**config.mk**
```make
export PLATFORM = sky130hd
export DESIGN_NAME = odo_encrypt_drain
export DESIGN_NICKNAME = d
export VERILOG_FILES = /design/src/rtl/odo_encrypt_drain.sv
export SDC_FILE = /design/constraint.sdc
export NUM_CORES = 2
export LEC_CHECK = 0
export ABC_AREA = 1
export CAP_MARGIN = 15
export CELL_PAD_IN_SITES_DETAIL_PLACEMENT = 1
export CELL_PAD_IN_SITES_GLOBAL_PLACEMENT = 1
export CORE_ASPECT_RATIO = 1.5
export CORE_MARGIN = 2
export CORE_UTILIZATION = 51
export DETAILED_ROUTE_END_ITERATION = 10
export PLACE_DENSITY_LB_ADDON = 0.1
export SLEW_MARGIN = 20
export SYNTH_ARGS = -nofsm -noshare
export SYNTH_HDL_FRONTEND = slang
export SYNTH_SLANG_ARGS = --single-unit
```
**constraint.sdc**
```tcl
create_clock -name clk -period 64.7 [get_ports clk]
set_input_delay 16.175 -clock clk [delete_from_list [all_inputs] [get_ports clk]]
set_output_delay 16.175 -clock clk [all_outputs]
set_load 0.005 [all_outputs]
```
**src/rtl/odo_encrypt_drain.sv**
```systemverilog
// Encrypter result drain: captures 640-bit blocks into a small FIFO, serializes
// them LSW-first over valid/ready, and grants feeder credits against capacity.
module odo_encrypt_drain #(
    parameter int unsigned BLOCK = 640,
    parameter int unsigned WORD  = 32,
    parameter int unsigned DEPTH = 4
) (
    input  logic             clk,
    input  logic             reset,
    input  logic             issue,
    input  logic [BLOCK-1:0] in,
    input  logic             write,
    output logic             credit_ok,
    output logic [WORD-1:0]  out_data,
    output logic             out_valid,
    input  logic             out_ready,
    output logic             out_last,
    output logic             overflow
);

    localparam int unsigned NWORDS = BLOCK / WORD;
    localparam int unsigned PW     = (DEPTH > 1) ? $clog2(DEPTH) : 1;
    localparam int unsigned CW     = $clog2(DEPTH) + 1;
    localparam int unsigned IW     = (NWORDS > 1) ? $clog2(NWORDS) : 1;

    typedef enum logic {
        IDLE = 1'b0,
        SEND = 1'b1
    } state_t;

    state_t              state_q, state_d;
    logic [BLOCK-1:0]    mem_q [DEPTH];
    logic [PW-1:0]       rd_ptr_q, rd_ptr_d;
    logic [PW-1:0]       wr_ptr_q, wr_ptr_d;
    logic [CW-1:0]       count_q, count_d;
    logic [CW-1:0]       inflight_q, inflight_d;
    logic [IW-1:0]       idx_q, idx_d;
    logic                last_q, last_d;
    logic                overflow_q, overflow_d;
    logic                credit_q, credit_d;
    logic                fire, at_last, pop, push;
    logic [BLOCK-1:0]    head;

    always_comb begin
        fire       = (state_q == SEND) && out_ready;
        at_last    = (idx_q == IW'(NWORDS - 1));
        pop        = fire && at_last;
        // A full FIFO still takes a block when the head leaves on the same edge.
        push       = write && ((count_q < CW'(DEPTH)) || pop);
        overflow_d = overflow_q || (write && !push);

        rd_ptr_d = pop  ? rd_ptr_q + PW'(1) : rd_ptr_q;
        wr_ptr_d = push ? wr_ptr_q + PW'(1) : wr_ptr_q;

        count_d = count_q;
        unique case ({push, pop})
            2'b10:   count_d = count_q + CW'(1);
            2'b01:   count_d = count_q - CW'(1);
            default: count_d = count_q;
        endcase

        idx_d = idx_q;
        if (fire) begin
            idx_d = at_last ? '0 : idx_q + IW'(1);
        end
        last_d  = (idx_d == IW'(NWORDS - 1));
        state_d = (count_d != '0) ? SEND : IDLE;

        inflight_d = inflight_q;
        unique case ({issue, write})
            2'b10:   inflight_d = (inflight_q == CW'(DEPTH)) ? inflight_q : inflight_q + CW'(1);
            2'b01:   inflight_d = (inflight_q == '0) ? '0 : inflight_q - CW'(1);
            default: inflight_d = inflight_q;
        endcase

        credit_d = ({1'b0, count_d} + {1'b0, inflight_d}) < (CW + 1)'(DEPTH);
    end

    always_ff @(posedge clk) begin
        if (reset) begin
            state_q    <= IDLE;
            rd_ptr_q   <= '0;
            wr_ptr_q   <= '0;
            count_q    <= '0;
            inflight_q <= '0;
            idx_q      <= '0;
            last_q     <= 1'b0;
            overflow_q <= 1'b0;
            credit_q   <= 1'b1;
        end else begin
            state_q    <= state_d;
            rd_ptr_q   <= rd_ptr_d;
            wr_ptr_q   <= wr_ptr_d;
            count_q    <= count_d;
            inflight_q <= inflight_d;
            idx_q      <= idx_d;
            last_q     <= last_d;
            overflow_q <= overflow_d;
            credit_q   <= credit_d;
        end
    end

    // Storage is not reset; count gates every read of it.
    always_ff @(posedge clk) begin
        if (push && !reset) begin
            mem_q[wr_ptr_q] <= in;
        end
    end

    always_comb begin
        head     = mem_q[rd_ptr_q];
        out_data = head[idx_q*WORD +: WORD];
    end

    assign out_valid = (state_q == SEND);
    assign out_last  = last_q;
    assign overflow  = overflow_q;
    assign credit_ok = credit_q;

endmodule

```
==> impl_metrics.yaml <==
run_status:
  run_status: "finished, final reports clean"
route:
  routedWlPerCell_um: 27.29
  via_per_inst: 5.712
  drtIter0Drc: 6357
  drc: 0
  firstDrtPassIters: 6
  via_count: 74940
  detail-route-antenna-nets: 0
  drt-total-wl_um: 358100
timing:
  post-route-min-period_ps: 24460
  tightestPinTransition_ps: 1333
  hold_viol: 0
  slew-limit-headroom_pct: 11.14
  fin_setup_tns_ps: 0
  setup_viol: 0
  fin_worst_skew_ps: 45.28
  rsz0062_at_grt: "no"
  fin_crit_sh_pct: 37.81
  fmax_ghz: 0.04088
  slew_violations: 0
critical_path:
  required_ps: 48520
  r2r_cells: 14
  crit_path_max_fanout: 164
  crit_slowest_cell: "buf_4"
  endpoint_kind: "primary output"
  worst-path-buf-inv: 7
  startpoint_type: "flip-flop"
  crit_path_max_incr_delay_ps: 860
  path_cells: "inv_8 > buf_4 > buf_4 > buf_4 > buf_4 > buf_4 > o21ai_0 > o22ai_1 > o211ai_1 > nand2_1 > nand2_1 > nand2_1 > clkdlybuf4s50_1"
  cpLargestDelayFamily: "buffers and inverters"
  crit_arrival_ps: 8290
  cpMostUsedCell: "buf_4"
  rr_endpoint: "mem_q[3][284]$_DFFE_PP_"
  reg2reg_slack_ps: 56980
  crit_type: "reg2out"
  r2r-start: "idx_q[0]$_SDFF_PP0_"
floorplan:
  dieArea_sq_um: 213600
  ios: 681
  design.core.area_sq_um: 209300
  die_h_um: 565.1
  initial_core_util_pct: 51.14
  die_width_um: 378.1
  fp-row-count: 206
run:
  cap_viol_max_count: 0
synthesis:
  synth_warnings: 0
  synth.area.top_cells: "edfxtp_1 (72%), nand2_1 (11%), nand3_1 (5.6%)"
  yosysSeqAreaShare_pct: 72.21
  synthFlopType: "edfxtp_1"
  synth.mux.area_fraction_pct: 0
  ys_seq_elements: 2581
  synth_cell_types: 30
  async_flop_share_pct: 0
  synth-simple-area-share_pct: 18.70
  synth-edff-count: 2560
  netlist.area_leader.share_pct: 71.82
  syn_area_sq_um: 107000
  yosysMostFrequentCell: "nand2_1"
  synth_top_family_by_area: "simple AND/OR/NAND/NOR gates"
  synth.largest_area_cell: "edfxtp_1"
  synth_fa_ha_area_share_pct: 0.1940
  syn_avg_cell_area_sq_um: 11.19
  synth-xor-area-share_pct: 0.03273
  synth_cells: 9565
  synthesis.nets: 10230
  synth_compound_area_share_pct: 3.347
  ys_top_cells_by_count: "nand2_1 (3184), edfxtp_1 (2560), nand3_1 (1206), inv_1 (866), nor2_1 (529)"
placement:
  gp_congestion: 0.8222
  dpl-instance-area_sq_um: 115800
  port_buffers: 680
  place_hpwl_um: 225200
power_and_ir_drop:
  power_per_cell_area_nw_per_um2: 28.44
  ir_drop_mv: 0.02429
  p_leak_uw: 0.04722
worst_hold_path:
  hold_depth: 2
  hp-start: "rd_ptr_q[1]$_SDFFE_PP0P_"
  min_path_type: "reg2reg"
clocking:
  path_clk_slew_ps: 60
  clockBufferDepth: 4
  insertion_delay_ps: 900
  clock-root-buffer: "clkbuf_16"
  clkSinkCount: 2581
  post-cts-setup-buffers: 0
  postCtsResizedCells: 0
  numCtsBuffers: 242
  tritoncts: "built"
  htreeDepth: 4
  hold_buffers: 0
grt:
  globalRouteOverflowTotal: 0
  grt_max_degree: 215
  grt_usage_pct: 33.16
  grt_pass1_vias: 78620
  grt_pass1_wl_um: 517800
  antenna_found_initial: 159
cells_and_area:
  drive_gt1_share_pct: 4.211
  nets: 10710
  final_area_sq_um: 123400
  syn_to_final_growth_pct: 15.27
==> sequential cells by signal, summed over array words and instances (netlist names), named ones only <==
register and cells:
wr_ptr_q 2, count_q 3, rd_ptr_q 2, out_valid 1, mem_q 2560, overflow 1
idx_q 5, out_last 1, inflight_q 3, credit_ok 1
==> worst reg2reg max path, cell delays in order (launching register included) <==
cell	delay, ps
dfxtp_4	740
buf_4	830
ha_1	320
inv_1	60
nor2_1	190
inv_1	80
nor2_2	260
inv_1	110
a21oi_1	270
nand2_1	310
nor2_4	840
buf_4	740
buf_4	800
buf_4	1020
buf_12	660
==> cell families after synthesis <==
group,count (synthesis)
simple gates,4927
xor+xnor,4
fa+ha+maj,16
flops,2581
buf+inv,1420
compound gates,617
==> how the worst max path moves through the flow <==
| stage | end | slack [ps] | depth (start not counted) |
|---|---|---|---|
| floorplan | mem_q[0][0]$_DFFE_PP_ | 19480 | 8 |
| global placement | out_data[17] | 41320 | 13 |
| detailed placement | out_data[17] | 41200 | 13 |
| CTS | out_data[17] | 40240 | 13 |
| global route | out_data[17] | 39710 | 13 |
| finish | out_data[18] | 40240 | 13 |
==> final cells by class <==
class                      instances  area [sq um]
antenna                           77         192.7
clock buffer                     321          6425
clock inverter                   114         942.2
fill                           21650         85900
inverter                         869          3292
multi-input combinational       5564         23890
sequential                      2581         77310
tap                             2808          3513
timing repair buffer             786          7819
==> metal layers <==
metal	up-vias	track usage [%]	part of all wire, %
met1	38180	40.20	37
li1	33320	-	-
met2	2521	54.97	49
met3	769	9.143	9.1
met4	158	15.65	5.2
met5	-	0	0.28
==> cells in the final DEF (no fill, tap or decap), types with 46 or more instances in the layout <==
master,n
o21ai_0,376
buf_4,88
o221ai_1,83
diode_2,77
o21ai_1,50
nand2_1,3184
clkdlybuf4s50_1,680
o22ai_1,46
clkbuf_1,74
clkbuf_16,244
nor2_1,523
nand3_1,1206
clkinv_1,52
edfxtp_1,2560
inv_1,865
==> report_power, final <==
part	total (uW)	internal [uW]	leakage (uW)	switching [uW]
registers	1900	1890	0.0234	11.5
logic	238	75.1	0.0202	163
clock network	1370	756	0.00361	617
total	3510	2720	0.0472	792
==> through the flow <==
stage	cells	hold slack (ps)	total power, uW	utilization (%)	worst slack [ps]
floorplan	9565	435.7	2065	-	19480
global placement	12610	447.7	2160	55.34	41320
detailed placement	12610	457.2	2170	55.34	41200
CTS	13040	467.4	3525	58.86	40240
global route	13070	498.0	3596	58.89	39710
finish	13120	457.7	3509	58.95	40240
No activity file was read; power rests on OpenSTA's default activity.
